--- src/rtl/riscv_pkg.sv ---
// Shared encodings for the multicycle RV32I controller: FSM states, opcodes,
// ALU operations and datapath mux selects.
package riscv_pkg;

  typedef enum logic [3:0] {
    S_FETCH, S_DECODE, S_MEM_ADR, S_MEM_READ, S_MEM_WB, S_MEM_WRITE,
    S_EXEC_R, S_EXEC_I, S_ALU_WB, S_BRANCH, S_JAL, S_JALR, S_JALR_PC,
    S_LUI, S_TRAP
  } state_t;

  // Which family of instruction the ALU decoder is interpreting func3 for.
  typedef enum logic [1:0] {CLS_ADD, CLS_R, CLS_I, CLS_BRANCH} alu_cls_t;

  localparam logic [6:0] OP_LOAD   = 7'b0000011;
  localparam logic [6:0] OP_STORE  = 7'b0100011;
  localparam logic [6:0] OP_R      = 7'b0110011;
  localparam logic [6:0] OP_I      = 7'b0010011;
  localparam logic [6:0] OP_BRANCH = 7'b1100011;
  localparam logic [6:0] OP_JAL    = 7'b1101111;
  localparam logic [6:0] OP_JALR   = 7'b1100111;
  localparam logic [6:0] OP_LUI    = 7'b0110111;

  localparam logic [3:0] ALU_ADD  = 4'b0000;
  localparam logic [3:0] ALU_SUB  = 4'b0001;
  localparam logic [3:0] ALU_AND  = 4'b0010;
  localparam logic [3:0] ALU_OR   = 4'b0011;
  localparam logic [3:0] ALU_XOR  = 4'b0100;
  localparam logic [3:0] ALU_SLT  = 4'b0101;
  localparam logic [3:0] ALU_SLTU = 4'b0110;
  localparam logic [3:0] ALU_SLL  = 4'b0111;
  localparam logic [3:0] ALU_SRL  = 4'b1000;
  localparam logic [3:0] ALU_SRA  = 4'b1001;

  localparam logic [1:0] RES_ALU_OUT = 2'b00;
  localparam logic [1:0] RES_DATA    = 2'b01;
  localparam logic [1:0] RES_ALU     = 2'b10;
  localparam logic [1:0] RES_IMM     = 2'b11;

  localparam logic [1:0] SRC_A_PC     = 2'b00;
  localparam logic [1:0] SRC_A_OLD_PC = 2'b01;
  localparam logic [1:0] SRC_A_REG    = 2'b10;

  localparam logic [1:0] SRC_B_REG  = 2'b00;
  localparam logic [1:0] SRC_B_IMM  = 2'b01;
  localparam logic [1:0] SRC_B_FOUR = 2'b10;

  localparam logic [2:0] EXT_I = 3'b000;
  localparam logic [2:0] EXT_S = 3'b001;
  localparam logic [2:0] EXT_B = 3'b010;
  localparam logic [2:0] EXT_J = 3'b011;
  localparam logic [2:0] EXT_U = 3'b100;

  function automatic logic [2:0] ext_from_opcode(input logic [6:0] op);
    case (op)
      OP_STORE:  return EXT_S;
      OP_BRANCH: return EXT_B;
      OP_JAL:    return EXT_J;
      OP_LUI:    return EXT_U;
      default:   return EXT_I;
    endcase
  endfunction

endpackage

--- src/rtl/alu_decoder.sv ---
// Combinational ALU operation decode from instruction class, func3 and func7[5].
module alu_decoder
  import riscv_pkg::*;
(
  input  alu_cls_t   cls,
  input  logic [2:0] func3,
  input  logic       alt,
  output logic [3:0] ALU_control
);

  always_comb begin
    ALU_control = ALU_ADD;
    case (cls)
      CLS_BRANCH: begin
        // beq/bne compare by subtraction, blt/bge by the slt result
        case (func3)
          3'b000, 3'b001: ALU_control = ALU_SUB;
          3'b100, 3'b101: ALU_control = ALU_SLT;
          default:        ALU_control = ALU_ADD;
        endcase
      end
      CLS_R, CLS_I: begin
        case (func3)
          3'b000:  ALU_control = (cls == CLS_R && alt) ? ALU_SUB : ALU_ADD;
          3'b001:  ALU_control = ALU_SLL;
          3'b010:  ALU_control = ALU_SLT;
          3'b011:  ALU_control = ALU_SLTU;
          3'b100:  ALU_control = ALU_XOR;
          3'b101:  ALU_control = alt ? ALU_SRA : ALU_SRL;
          3'b110:  ALU_control = ALU_OR;
          default: ALU_control = ALU_AND;
        endcase
      end
      default: ALU_control = ALU_ADD;
    endcase
  end

endmodule

--- src/rtl/riscv_multicycle_controller.sv ---
// Moore FSM sequencing a shared-memory, shared-ALU multicycle RV32I datapath.
// Optional ILLEGAL_TRAP_EN: illegal encodings park in TRAP with illegal_instr=1.
module riscv_multicycle_controller
  import riscv_pkg::*;
(
  input  logic       clock,
  input  logic       reset,
  input  logic [6:0] opcode,
  input  logic [2:0] func3,
  input  logic [6:0] func7,
  input  logic       zero,
  output logic       PC_write,
  output logic       adr_src,
  output logic       IR_write,
  output logic       mem_write,
  output logic       reg_write,
  output logic [1:0] result_src,
  output logic [1:0] ALU_src_A,
  output logic [1:0] ALU_src_B,
  output logic [3:0] ALU_control,
  output logic [2:0] extend_src,
`ifdef ILLEGAL_TRAP_EN
  output logic       illegal_instr,
`endif
  output logic       instr_done
);

  state_t     state, next_state;
  alu_cls_t   cls;
  logic [3:0] dec_control;
  logic       branch_taken;

  assign cls = (state == S_EXEC_R) ? CLS_R :
               (state == S_EXEC_I) ? CLS_I :
               (state == S_BRANCH) ? CLS_BRANCH : CLS_ADD;

  alu_decoder u_alu_decoder (
    .cls         (cls),
    .func3       (func3),
    .alt         (func7[5]),
    .ALU_control (dec_control)
  );

  assign ALU_control = reset ? ALU_ADD : dec_control;

`ifdef ILLEGAL_TRAP_EN
  logic legal;

  always_comb begin
    legal = 1'b1;
    case (opcode)
      OP_LOAD, OP_STORE: legal = (func3 == 3'b010);
      OP_BRANCH:         legal = (func3 != 3'b010) && (func3 != 3'b011);
      OP_I: begin
        if (func3 == 3'b001)
          legal = (func7 == 7'b0000000);
        else if (func3 == 3'b101)
          legal = (func7 == 7'b0000000) || (func7 == 7'b0100000);
      end
      OP_R, OP_JAL, OP_JALR, OP_LUI: legal = 1'b1;
      default: legal = 1'b0;
    endcase
  end

  assign illegal_instr = !reset && (state == S_TRAP);
`else
  logic unused_func7;
  assign unused_func7 = ^{func7[6], func7[4:0]};
`endif

  always_comb begin
    case (func3)
      3'b000, 3'b101: branch_taken = zero;
      3'b001, 3'b100: branch_taken = !zero;
      default:        branch_taken = 1'b0;
    endcase
  end

  always_ff @(posedge clock) begin
    if (reset) state <= S_FETCH;
    else       state <= next_state;
  end

  always_comb begin
    next_state = state;
    PC_write   = 1'b0;
    adr_src    = 1'b0;
    IR_write   = 1'b0;
    mem_write  = 1'b0;
    reg_write  = 1'b0;
    instr_done = 1'b0;
    result_src = RES_ALU_OUT;
    ALU_src_A  = SRC_A_PC;
    ALU_src_B  = SRC_B_REG;
    extend_src = EXT_I;
    // While reset is held every enable and select stays at zero.
    if (!reset) begin
      extend_src = ext_from_opcode(opcode);
      case (state)
        S_FETCH: begin
          IR_write   = 1'b1;
          PC_write   = 1'b1;
          ALU_src_B  = SRC_B_FOUR;
          result_src = RES_ALU;
          next_state = S_DECODE;
        end
        S_DECODE: begin
          ALU_src_A = SRC_A_OLD_PC;
          ALU_src_B = SRC_B_IMM;
          case (opcode)
            OP_LOAD, OP_STORE: next_state = S_MEM_ADR;
            OP_R:              next_state = S_EXEC_R;
            OP_I:              next_state = S_EXEC_I;
            OP_BRANCH:         next_state = S_BRANCH;
            OP_JAL:            next_state = S_JAL;
            OP_JALR:           next_state = S_JALR;
            OP_LUI:            next_state = S_LUI;
            default:           next_state = S_FETCH;
          endcase
`ifdef ILLEGAL_TRAP_EN
          if (!legal) next_state = S_TRAP;
`endif
        end
        S_MEM_ADR: begin
          ALU_src_A  = SRC_A_REG;
          ALU_src_B  = SRC_B_IMM;
          next_state = (opcode == OP_STORE) ? S_MEM_WRITE : S_MEM_READ;
        end
        S_MEM_READ: begin
          adr_src    = 1'b1;
          next_state = S_MEM_WB;
        end
        S_MEM_WB: begin
          result_src = RES_DATA;
          reg_write  = 1'b1;
          instr_done = 1'b1;
          next_state = S_FETCH;
        end
        S_MEM_WRITE: begin
          adr_src    = 1'b1;
          mem_write  = 1'b1;
          instr_done = 1'b1;
          next_state = S_FETCH;
        end
        S_EXEC_R: begin
          ALU_src_A  = SRC_A_REG;
          next_state = S_ALU_WB;
        end
        S_EXEC_I: begin
          ALU_src_A  = SRC_A_REG;
          ALU_src_B  = SRC_B_IMM;
          next_state = S_ALU_WB;
        end
        S_ALU_WB: begin
          reg_write  = 1'b1;
          instr_done = 1'b1;
          next_state = S_FETCH;
        end
        S_BRANCH: begin
          ALU_src_A  = SRC_A_REG;
          PC_write   = branch_taken;
          instr_done = 1'b1;
          next_state = S_FETCH;
        end
        // jal/jalr_pc redirect PC to ALU_out while the ALU forms the link address
        S_JAL, S_JALR_PC: begin
          PC_write   = 1'b1;
          ALU_src_A  = SRC_A_OLD_PC;
          ALU_src_B  = SRC_B_FOUR;
          next_state = S_ALU_WB;
        end
        S_JALR: begin
          ALU_src_A  = SRC_A_REG;
          ALU_src_B  = SRC_B_IMM;
          next_state = S_JALR_PC;
        end
        S_LUI: begin
          result_src = RES_IMM;
          reg_write  = 1'b1;
          instr_done = 1'b1;
          next_state = S_FETCH;
        end
        S_TRAP:  next_state = S_TRAP;
        default: next_state = S_FETCH;
      endcase
    end
  end

endmodule

--- config.mk ---
export PLATFORM = sky130hd
export DESIGN_NAME = riscv_multicycle_controller
export DESIGN_NICKNAME = d
export VERILOG_FILES = /design/src/rtl/riscv_pkg.sv /design/src/rtl/alu_decoder.sv /design/src/rtl/riscv_multicycle_controller.sv
export SDC_FILE = /design/constraint.sdc
export NUM_CORES = 1
export LEC_CHECK = 0
export BUFFER_PORTS_ARGS = -buffer_cell sky130_fd_sc_hd__buf_2
export CAP_MARGIN = 20
export CORE_MARGIN = 3
export CORE_UTILIZATION = 49
export DETAILED_ROUTE_END_ITERATION = 12
export PLACE_DENSITY = 0.81
export REMOVE_ABC_BUFFERS = 1
export SYNTH_ARGS = -nofsm -noshare
export SYNTH_HDL_FRONTEND = slang
export SYNTH_HIERARCHICAL = 1
export SYNTH_SLANG_ARGS = --single-unit
--- constraint.sdc ---
create_clock -name clock -period 4.75 [get_ports clock]
set_input_delay 0.2375 -clock clock [delete_from_list [all_inputs] [get_ports clock]]
set_output_delay 0.2375 -clock clock [all_outputs]
set_load 0.01 [all_outputs]
==> results by group <==
Status
  • Outcome: finished clean

CTS
  • Inserted Clock Buffers: 3
  • # hold bufs at CTS: 0
  • # H-tree levels: 1
  • Post-CTS Resized: 0
  • CTS tree: built
  • Setup bufs post-CTS: 0
  • Clk Latency, worst-skew pair: 0.23 ns
  • CTS Sinks: 4
  • Max clock buf depth: 2
  • Worst-path clk slew: 0.04 ns
  • Root buffer selected by CTS: clkbuf_4

Synthesis
  • Yosys cell types: 43
  • Yosys reg bits: 4
  • Ys flop type: dfxtp_1
  • Synthesized cell area: 821 sq um
  • Mapped Cells: 120
  • Syn_area_per_cell: 6.84 sq um
  • Asr flop ratio synth: 0%
  • Seq/Total Area, Yosys: 9.76%
  • Synthesis warning total: 6
  • Post-synth EDFFs: 0

GRT
  • Largest net degree at the start of global routing: 24
  • First-pass GRT wire length: 3.38 mm
  • Vias in the first global route: 804
  • GRT overflow: 0
  • Tot GR Track Use: 20.2%
  • Number of antenna violations at the first check in global routing: 0

Die
  • I/O Pins: 39
  • Die Footprint: 2200 sq um
  • Die width: 46.9 um
  • Core box area: 1540 sq um
  • FP Rows: 14
  • Die Ht: 46.9 um
  • Starting Density: 53.2%

Routing
  • Routed wire per std cell: 13.2 um
  • Vias/cell: 6.08
  • DRT Pass-1 Iters: 4
  • DRC: 0
  • Total number of vias: 979
  • Final Routed Wirelength: 2.13 mm
  • DRT iter0 DRCs: 17
  • Post-route antenna net violation count: 0

STA
  • Setup repair after global routing missed its margin: false
  • Maximum clock rate: 0.344 GHz
  • Hold Fails Final Rpt: 0
  • Min Tclk post-route: 2.91 ns
  • Slew @ Worst Pin: 0.589 ns
  • Setup TNS: 0 ns
  • Fin. max-slew vios: 0
  • Post-route setup slack: 1.84 ns
  • Worst relative slew slack: 60.7%
  • Final setup viols: 0
  • Layout Skew: 0.00150 ns
  • Fin crit share: 61.2%
  • Hold WS: 0.384 ns

Worst setup path
  • R2R depth: 4
  • Worst Path Arrival: 2.67 ns
  • Critical path required time: 4.51 ns
  • Crit-path cells: nand2b_1 > o21ai_0 > inv_1 > ha_1 > nor2b_2 > a311oi_1 > a211oi_1 > nor2b_1 > buf_2
  • CP max-delay cell: dfxtp_1
  • Top delay family on crit path: flip-flops
  • Maximum fanout along the worst path: 18
  • WP buf/inv: 2
  • CP endpoint kind: output pin
  • CP startpoint kind: flip-flop
  • CP peak stage delay: 0.69 ns
  • Path type of the worst setup path: flip-flop to output pin
  • WP depth: 9

Pwr
  • Combinational Power Share: 35.6%
  • Internal: 82.1 uW
  • Net switching power: 41.2 uW
  • Switching share of total power: 33.4%
  • Leak: 0.422 nW
  • Power Density: 127 nW/um^2
  • Max IR drop VDD: 0.000120 V
  • Clock power share: 33.0%
  • Total Power: 123 uW
  • Reg power frac: 31.4%

Placed design
  • Placement Setup Slack: 2.10 ns
  • IO Port Bufs: 32
  • Routability cong.: 0.849
  • Dpl hpwl: 1.59 mm

Cells and area
  • Number of flip-flops in the largest register: 4
  • Largest Register: state
  • Synthesis-to-finish area growth: 18.8%
  • Multi-input gate area: 673 sq um
  • Diodes inserted: 0
  • # fillers: 145
  • Share of post-route cells with drive strength above 1: 26.2%
  • Fin nets: 170
  • Biggest regs: state x4
  • Sequential Area: 80.1 sq um

Hold path
  • Hold depth: 3
  • Hold WC Path Type: primary input to flip-flop

Run
  • Max_cap viols: 0
[cells in the final DEF, fill, tap and decap left out, types with 2 or more instances in the layout]
| cell type | instances |
|---|---|
| buf_2 | 32 |
| nor2b_1 | 10 |
| a21oi_1 | 8 |
| nor2_1 | 7 |
| nand2_1 | 7 |
| nand2b_1 | 5 |
| inv_1 | 5 |
| xnor2_1 | 4 |
| nor3_1 | 4 |
| xor2_1 | 4 |
| o21ai_0 | 4 |
| nor4_1 | 4 |
| dfxtp_1 | 4 |
| nor4b_1 | 3 |
| or3_1 | 3 |
| nor3b_1 | 3 |
| clkbuf_4 | 3 |
| ha_1 | 3 |
| o211ai_1 | 2 |
| or2_0 | 2 |
| and2_1 | 2 |
| o21bai_1 | 2 |
| mux2i_1 | 2 |
| a211oi_1 | 2 |
| o21a_1 | 2 |
| o31ai_1 | 2 |
| o22ai_1 | 2 |
[metal layers]
metal / vias up / part of all wire (%) / track usage (%)
li1: 489 / - / -
met1: 453 / 43 / 26.6
met2: 37 / 50 / 34.7
met3: 0 / 6.7 / 1.15
met4: 0 / 0 / 7.18
met5: - / 0 / 0
[synth_stat cells (all sizes together), types with 3 or more instances]
cell	n	area share [%]
nor2	7	3.2
o21ai	5	3.0
a211oi	3	3.4
nor3	4	2.4
inv	5	2.3
xor2	4	4.3
nand2	7	3.2
clkbuf	5	2.3
a21oi	8	4.9
nand2b	5	3.8
nor3b	3	2.7
nor4b	3	3.2
buf	5	3.7
xnor2	4	4.3
nor4	4	3.0
nor2b	11	8.7
dfxtp	4	9.8
or3	3	2.3
ha	3	4.6
[cells by family (layout without fill, tap and decap cells)]
family / count (synthesis) / in the layout / share of synthesized area (%)
adders and majority gates: 3 / 3 / 4.57
xor gates and xnor gates: 8 / 8 / 8.54
buffers and inverters: 15 / 40 / 8.23
DFF: 4 / 4 / 9.76
AOI/OAI and AO/OA: 32 / 32 / 26.1
and+or+nand+nor: 56 / 56 / 40.4
muxes: 2 / 2 / 2.44
[power groups by stage]
stage,Sequential [mW],Clock (mW),Combinational [mW]
after global routing,0.0393,0.0455,0.0486
after CTS,0.0387,0.0433,0.0439
final,0.0387,0.0407,0.0440
after detailed placement,0.0392,0,0.0436
after global placement,0.0391,0,0.0417
after floorplan,0.0381,0,0.0235
[path summary, 6_finish.rpt]
kind                         end  slack, ns      start
setup / recovery  ALU_control[0]       1.84   state[1]
hold / removal          state[3]       0.38  opcode[4]
setup reg to reg        state[2]       3.18   state[0]
hold reg to reg         state[0]       0.74   state[0]
[metrics by stage]
stage / utilization [%] / instance area [sq um] / std cells
5_1_grt: 63.2 / 975 / 161
3_5_place_dp: 61.8 / 952 / 158
6_report: 63.2 / 975 / 161
4_1_cts: 63.2 / 975 / 161
3_3_place_gp: 61.8 / 952 / 158
2_1_floorplan: - / 772 / 110
[layout make-up]
class	instances	area share, %
multi-input cells	101	69.1
repair buffers	32	16.4
flip-flops and latches	4	8.22
clock buffers	3	2.31
well taps	16	2.05
inverters	5	1.93
[tightest hold or removal path, stage by stage]
cell,delay (ns)
buf_2,0.10
o22ai_1,0.09
o2bb2ai_1,0.13
Power figures use the tool's default switching activity.
